<file path="config.mk">
export PLATFORM = sky130hd
export DESIGN_NAME = trap_ctrl
export DESIGN_NICKNAME = d
export VERILOG_FILES = /design/src/rtl/trap_ctrl.sv
export SDC_FILE = /design/constraint.sdc
export NUM_CORES = 1
export LEC_CHECK = 0
export BUFFER_PORTS_ARGS = -buffer_cell sky130_fd_sc_hd__buf_2
export CAP_MARGIN = 15
export CORE_AREA = 4 4 135 137
export DETAILED_ROUTE_END_ITERATION = 16
export DIE_AREA = 0 0 139 141
export SLEW_MARGIN = 15
export SYNTH_ARGS = -nofsm -noshare
export SYNTH_HDL_FRONTEND = slang
export SYNTH_SLANG_ARGS = --single-unit
export TNS_END_PERCENT = 10
</file>
<file path="constraint.sdc">
create_clock -name clk -period 3 [get_ports clk]
set_input_delay 0.3 -clock clk [delete_from_list [all_inputs] [get_ports clk]]
set_output_delay 0.3 -clock clk [all_outputs]
set_load 0.005 [all_outputs]
</file>
<file path="src/rtl/trap_ctrl.sv">
// Trap/exception sequencer feeding the CSR unit: picks the trap at each
// instruction boundary, drives trap-entry info, and owns the MRET redirect and WFI stall.
module trap_ctrl #(
  parameter bit          VECTORED = 1'b0,
  parameter int unsigned CNT_W    = 16
) (
  input  logic             clk,
  input  logic             rst,
  input  logic             instr_valid_i,
  input  logic [31:0]      pc_i,
  input  logic [31:0]      instr_i,
  input  logic [31:0]      next_pc_i,
  input  logic             exc_fetch_misalign_i,
  input  logic             exc_illegal_i,
  input  logic             exc_ebreak_i,
  input  logic             exc_ecall_i,
  input  logic             exc_load_misalign_i,
  input  logic             exc_store_misalign_i,
  input  logic [31:0]      bad_addr_i,
  input  logic             mret_i,
  input  logic             wfi_i,
  input  logic             mtime_exc_i,
  input  logic [31:0]      mtvec_i,
  input  logic [31:0]      mepc_i,
  output logic             jumping_to_mtvec_o,
  output logic [31:0]      exc_cause_o,
  output logic [31:0]      trap_info_o,
  output logic [31:0]      trap_pc_o,
  output logic             redirect_o,
  output logic [31:0]      redirect_pc_o,
  output logic             flush_o,
  output logic             stall_o,
  output logic [CNT_W-1:0] trap_count_o
);

  localparam int unsigned XLEN       = 32;
  localparam logic [31:0] CAUSE_MTI  = 32'h8000_0007;
  localparam logic [31:0] IRQ_OFFSET = 32'd28;

  typedef enum logic [1:0] {ST_RUN, ST_FLUSH, ST_WFI} state_t;

  state_t            state, state_nxt;
  logic [XLEN-1:0]   resume_pc;
  logic              wfi_enter;
  logic              is_irq;
  logic [XLEN-1:0]   mtvec_base;

  assign mtvec_base = {mtvec_i[31:2], 2'b00};

  always_ff @(posedge clk) begin
    if (rst) state <= ST_RUN;
    else     state <= state_nxt;
  end

  // Decision logic: zero-latency so the CSR unit captures on the retiring edge.
  always_comb begin
    state_nxt          = state;
    jumping_to_mtvec_o = 1'b0;
    exc_cause_o        = '0;
    trap_info_o        = '0;
    trap_pc_o          = '0;
    redirect_o         = 1'b0;
    redirect_pc_o      = '0;
    flush_o            = 1'b0;
    stall_o            = 1'b0;
    wfi_enter          = 1'b0;
    is_irq             = 1'b0;

    unique case (state)
      ST_RUN: begin
        if (instr_valid_i) begin
          jumping_to_mtvec_o = 1'b1;
          trap_pc_o          = pc_i;
          if (mtime_exc_i) begin
            exc_cause_o = CAUSE_MTI;
            is_irq      = 1'b1;
          end else if (exc_fetch_misalign_i) begin
            exc_cause_o = 32'd0;
            trap_info_o = bad_addr_i;
          end else if (exc_illegal_i) begin
            exc_cause_o = 32'd2;
            trap_info_o = instr_i;
          end else if (exc_ebreak_i) begin
            exc_cause_o = 32'd3;
            trap_info_o = pc_i;
          end else if (exc_ecall_i) begin
            exc_cause_o = 32'd11;
          end else if (exc_load_misalign_i) begin
            exc_cause_o = 32'd4;
            trap_info_o = bad_addr_i;
          end else if (exc_store_misalign_i) begin
            exc_cause_o = 32'd6;
            trap_info_o = bad_addr_i;
          end else begin
            jumping_to_mtvec_o = 1'b0;
            trap_pc_o          = '0;
            if (mret_i) begin
              redirect_o    = 1'b1;
              flush_o       = 1'b1;
              redirect_pc_o = mepc_i;
              state_nxt     = ST_FLUSH;
            end else if (wfi_i) begin
              wfi_enter = 1'b1;
              state_nxt = ST_WFI;
            end
          end
        end
      end
      ST_FLUSH: begin
        flush_o   = 1'b1;
        state_nxt = ST_RUN;
      end
      ST_WFI: begin
        if (mtime_exc_i) begin
          jumping_to_mtvec_o = 1'b1;
          exc_cause_o        = CAUSE_MTI;
          trap_pc_o          = resume_pc;
          is_irq             = 1'b1;
        end else begin
          stall_o = 1'b1;
        end
      end
      default: state_nxt = ST_RUN;
    endcase

    if (jumping_to_mtvec_o) begin
      redirect_o    = 1'b1;
      flush_o       = 1'b1;
      redirect_pc_o = (VECTORED && is_irq) ? mtvec_base + IRQ_OFFSET : mtvec_base;
      state_nxt     = ST_FLUSH;
    end

    // Hold everything quiet while reset is asserted.
    if (rst) begin
      jumping_to_mtvec_o = 1'b0;
      exc_cause_o        = '0;
      trap_info_o        = '0;
      trap_pc_o          = '0;
      redirect_o         = 1'b0;
      redirect_pc_o      = '0;
      flush_o            = 1'b0;
      stall_o            = 1'b0;
      wfi_enter          = 1'b0;
    end
  end

  // Resume address for a WFI woken by the timer interrupt.
  always_ff @(posedge clk) begin
    if (rst)            resume_pc <= '0;
    else if (wfi_enter) resume_pc <= next_pc_i;
  end

  always_ff @(posedge clk) begin
    if (rst)
      trap_count_o <= '0;
    else if (jumping_to_mtvec_o && (trap_count_o != {CNT_W{1'b1}}))
      trap_count_o <= trap_count_o + CNT_W'(1);
  end

endmodule

</file>
==> reports/qor.txt <==
Status: finished, final reports clean
Final Wtd Congestion: 0.825
Fin crit share: 95.4%
Final net count: 1,020
Top_reg_cell synth: dfxtp_1
Hold WS: 0.221 ns
TritonCTS clock tree: built
Most common cell in the netlist: nor2_1
GRT Resource Usage Total: 18.7%
WP data required: 2.70 ns
Final setup viols: 0
Combinational share of power: 26.5%
Area growth syn-to-layout: 47.0%
Critical Path Start Type: primary input
Register share of total power: 36.7%
P per Cell Area: 304 nW/um^2
Clk sinks: 50
Die width: 139 microns
Design area: 6040 sq um
Hold Crit Depth: 3
Switching pwr: 0.541 mW
Syn_area_per_cell: 7.95 sq um
IO Pins: 352
Synth area leader: dfxtp_1
Synth unique cells: 49
Clk_lat worst skew: 0.30 ns
Leakage: 3.25 nW
CTS max path bufs: 2
Crit. End Element: primary output
Vias in the first global route: 4,933
Tmin final: 2.86 ns
Layout cell share with drive strength beyond 1: 45.6%
Post-Syn Area: 4110 sq um
Die ar.: 19,600 sq um
DRT antenna net count: 0
Post-Synthesis Cells: 517
Number of synthesized flops with an enable pin: 0
Setup CP Type: primary input to primary output
Initial antenna violation count: 0
Vias/cell: 4.92
H-tree depth: 2
Synth top area cells: dfxtp_1, a22o_1, a22oi_1
R2r worst-path depth: 4
1st-iter DRT viols: 236
Slowest stage delay, CP: 0.85 ns
Worst-Margin Slew: 1.21 ns
RSZ-0062 raised after global routing: false
Met2 wire length: 10,100 microns
Core box area: 17,100 sq um
Post-synth top area share: 24.3%
CP max FO: 31
Pint: 1.29 mW
Skew final: 0.00653 ns
Max-cap viol count: 0
Metal-1 WL: 7880 microns
Max-Slew Margin vs Limit: 18.7%
Fmax: 350 MHz
Met3 Wirelength: 1520 microns
Hold buffer count at CTS: 0
Clock root cell: clkbuf_16
CP max-delay cell: nor3_1
Worst-path cell chain: buf_2, nor3_1, and2_1, and3_1, buf_4, a22o_1, buf_2
Reg clk slew, reported paths: 0.08 ns
Cell mode on critical path: buf_2
HP Class: primary input to flip-flop
Wirelength per Cell: 19.1 microns
Ant. Diodes: 0
DRC Markers: 0
Pwr Total: 1.84 mW
#FFs+latches synth: 50
Starting Density: 24.1%
Post-CTS sizing: 0
Clock Power Share: 36.8%
Fillers: 1,848
# rows: 48
DIE HEIGHT: 141 microns
Ys Warns: 0
Pre-antenna DRT Iters: 5
Detailed Route WL: 19,900 microns
DR vias: 5,123
Worst Path Arrival: 2.56 ns
Total grt overflow: 0
Buffers on Ports: 322
Largest net degree at the start of global routing: 71
Ys async rst share: 0%
Sequential area share after synthesis: 24.3%
Placed cell areas: 5860 sq um
Final Hold Vio Count: 0
First-pass GRT wire length: 28,700 microns
Slew Limit Fails: 0
Top Layer Used: met4
Setup TNS: 0 ns
Post-CTS setup buffers: 0
Clock buffer count from CTS: 5
Commonest cells in the netlist: nor2_1, a22oi_1, a22o_1, dfxtp_1, mux2i_1
Sw frac: 29.5%
DP Wirelength: 15,500 microns
Max VDD drop: 0.000218 V
-- area by class of cell --
class | instances | area (sq um) | share of cell area [%]
Clock buffer | 5 | 125 | 2.07
Tap cell | 225 | 282 | 4.66
Timing Repair Buffer | 341 | 1750 | 29.0
Clock inverter | 3 | 47.5 | 0.787
Sequential cell | 50 | 1000 | 16.6
Multi-Input combinational cell | 412 | 2810 | 46.6
Inverter | 5 | 18.8 | 0.311
-- cells in the final DEF (no fill, tap or decap), drive strengths merged, types with 3 or more instances in the layout --
master   Yosys  layout
mux2i       34      34
inv          4       6
nor2b       15      15
a31oi        3       3
a2111oi      6       6
nor2       113     113
mux2        12      12
buf         47     341
clkbuf      30       5
a22oi       64      64
dfxtp       50      50
nand4        6       6
nor3         5       5
a211oi      13      13
a21oi        5       5
nand3        6       6
and2         3       3
conb         1      27
or2          4       4
nand2        8       8
a22o        61      61
nand2b       4       4
-- state kept, by name, indices dropped and copies added, names as in the netlist --
register	count
state	2
resume_pc	32
trap_count_o	16
-- power groups by stage --
stage	registers [mW]	clock network [mW]	logic, mW
global route	0.674	0.721	0.535
global placement	0.689	0	0.476
finish	0.673	0.676	0.486
detailed placement	0.689	0	0.480
CTS	0.673	0.707	0.484
floorplan	0.688	0	0.243
-- cell families after synthesis --
logic type / synth area share, %
AO/OA/AOI/OAI: 32.1
adder cells (fa/ha/maj): 0.304
buffers and inverters: 10.8
flip-flops: 24.3
multiplexers: 11.6
other: 0.0912
AND/OR/NAND/NOR: 20.8
-- per-layer routing --
| layer | vias up | global-route usage [%] |
|---|---|---|
| met5 | - | 0 |
| met4 | 0 | 5.20 |
| met3 | 18 | 4.58 |
| met2 | 251 | 33.4 |
| met1 | 2393 | 22.4 |
| li1 | 2461 | - |
-- through the flow --
stage / setup WS, ns / utilization, % / instances
after floorplan: 1.07 / - / 543
after global placement: 0.538 / 34.3 / 1032
after detailed placement: 0.517 / 34.3 / 1032
after CTS: 0.141 / 35.4 / 1040
after global routing: 0.0202 / 35.4 / 1041
final: 0.139 / 35.4 / 1041
-- worst max-delay path, delay by kind of cell --
kind | cells | cell delay (ns)
and+or+nand+nor | 3 | 1.41
AOI/OAI and AO/OA | 1 | 0.24
buffers and inverters | 3 | 0.59
-- worst paths after layout --
check	from	endpoint	slack (ns)
max	mtime_exc_i	redirect_pc_o[25]	0.14
min	next_pc_i[2]	resume_pc[2]	0.22
max reg2reg	state[1]	trap_count_o[12]	0.63
min reg2reg	resume_pc[27]	resume_pc[27]	0.50
Power figures use the tool's default switching activity.
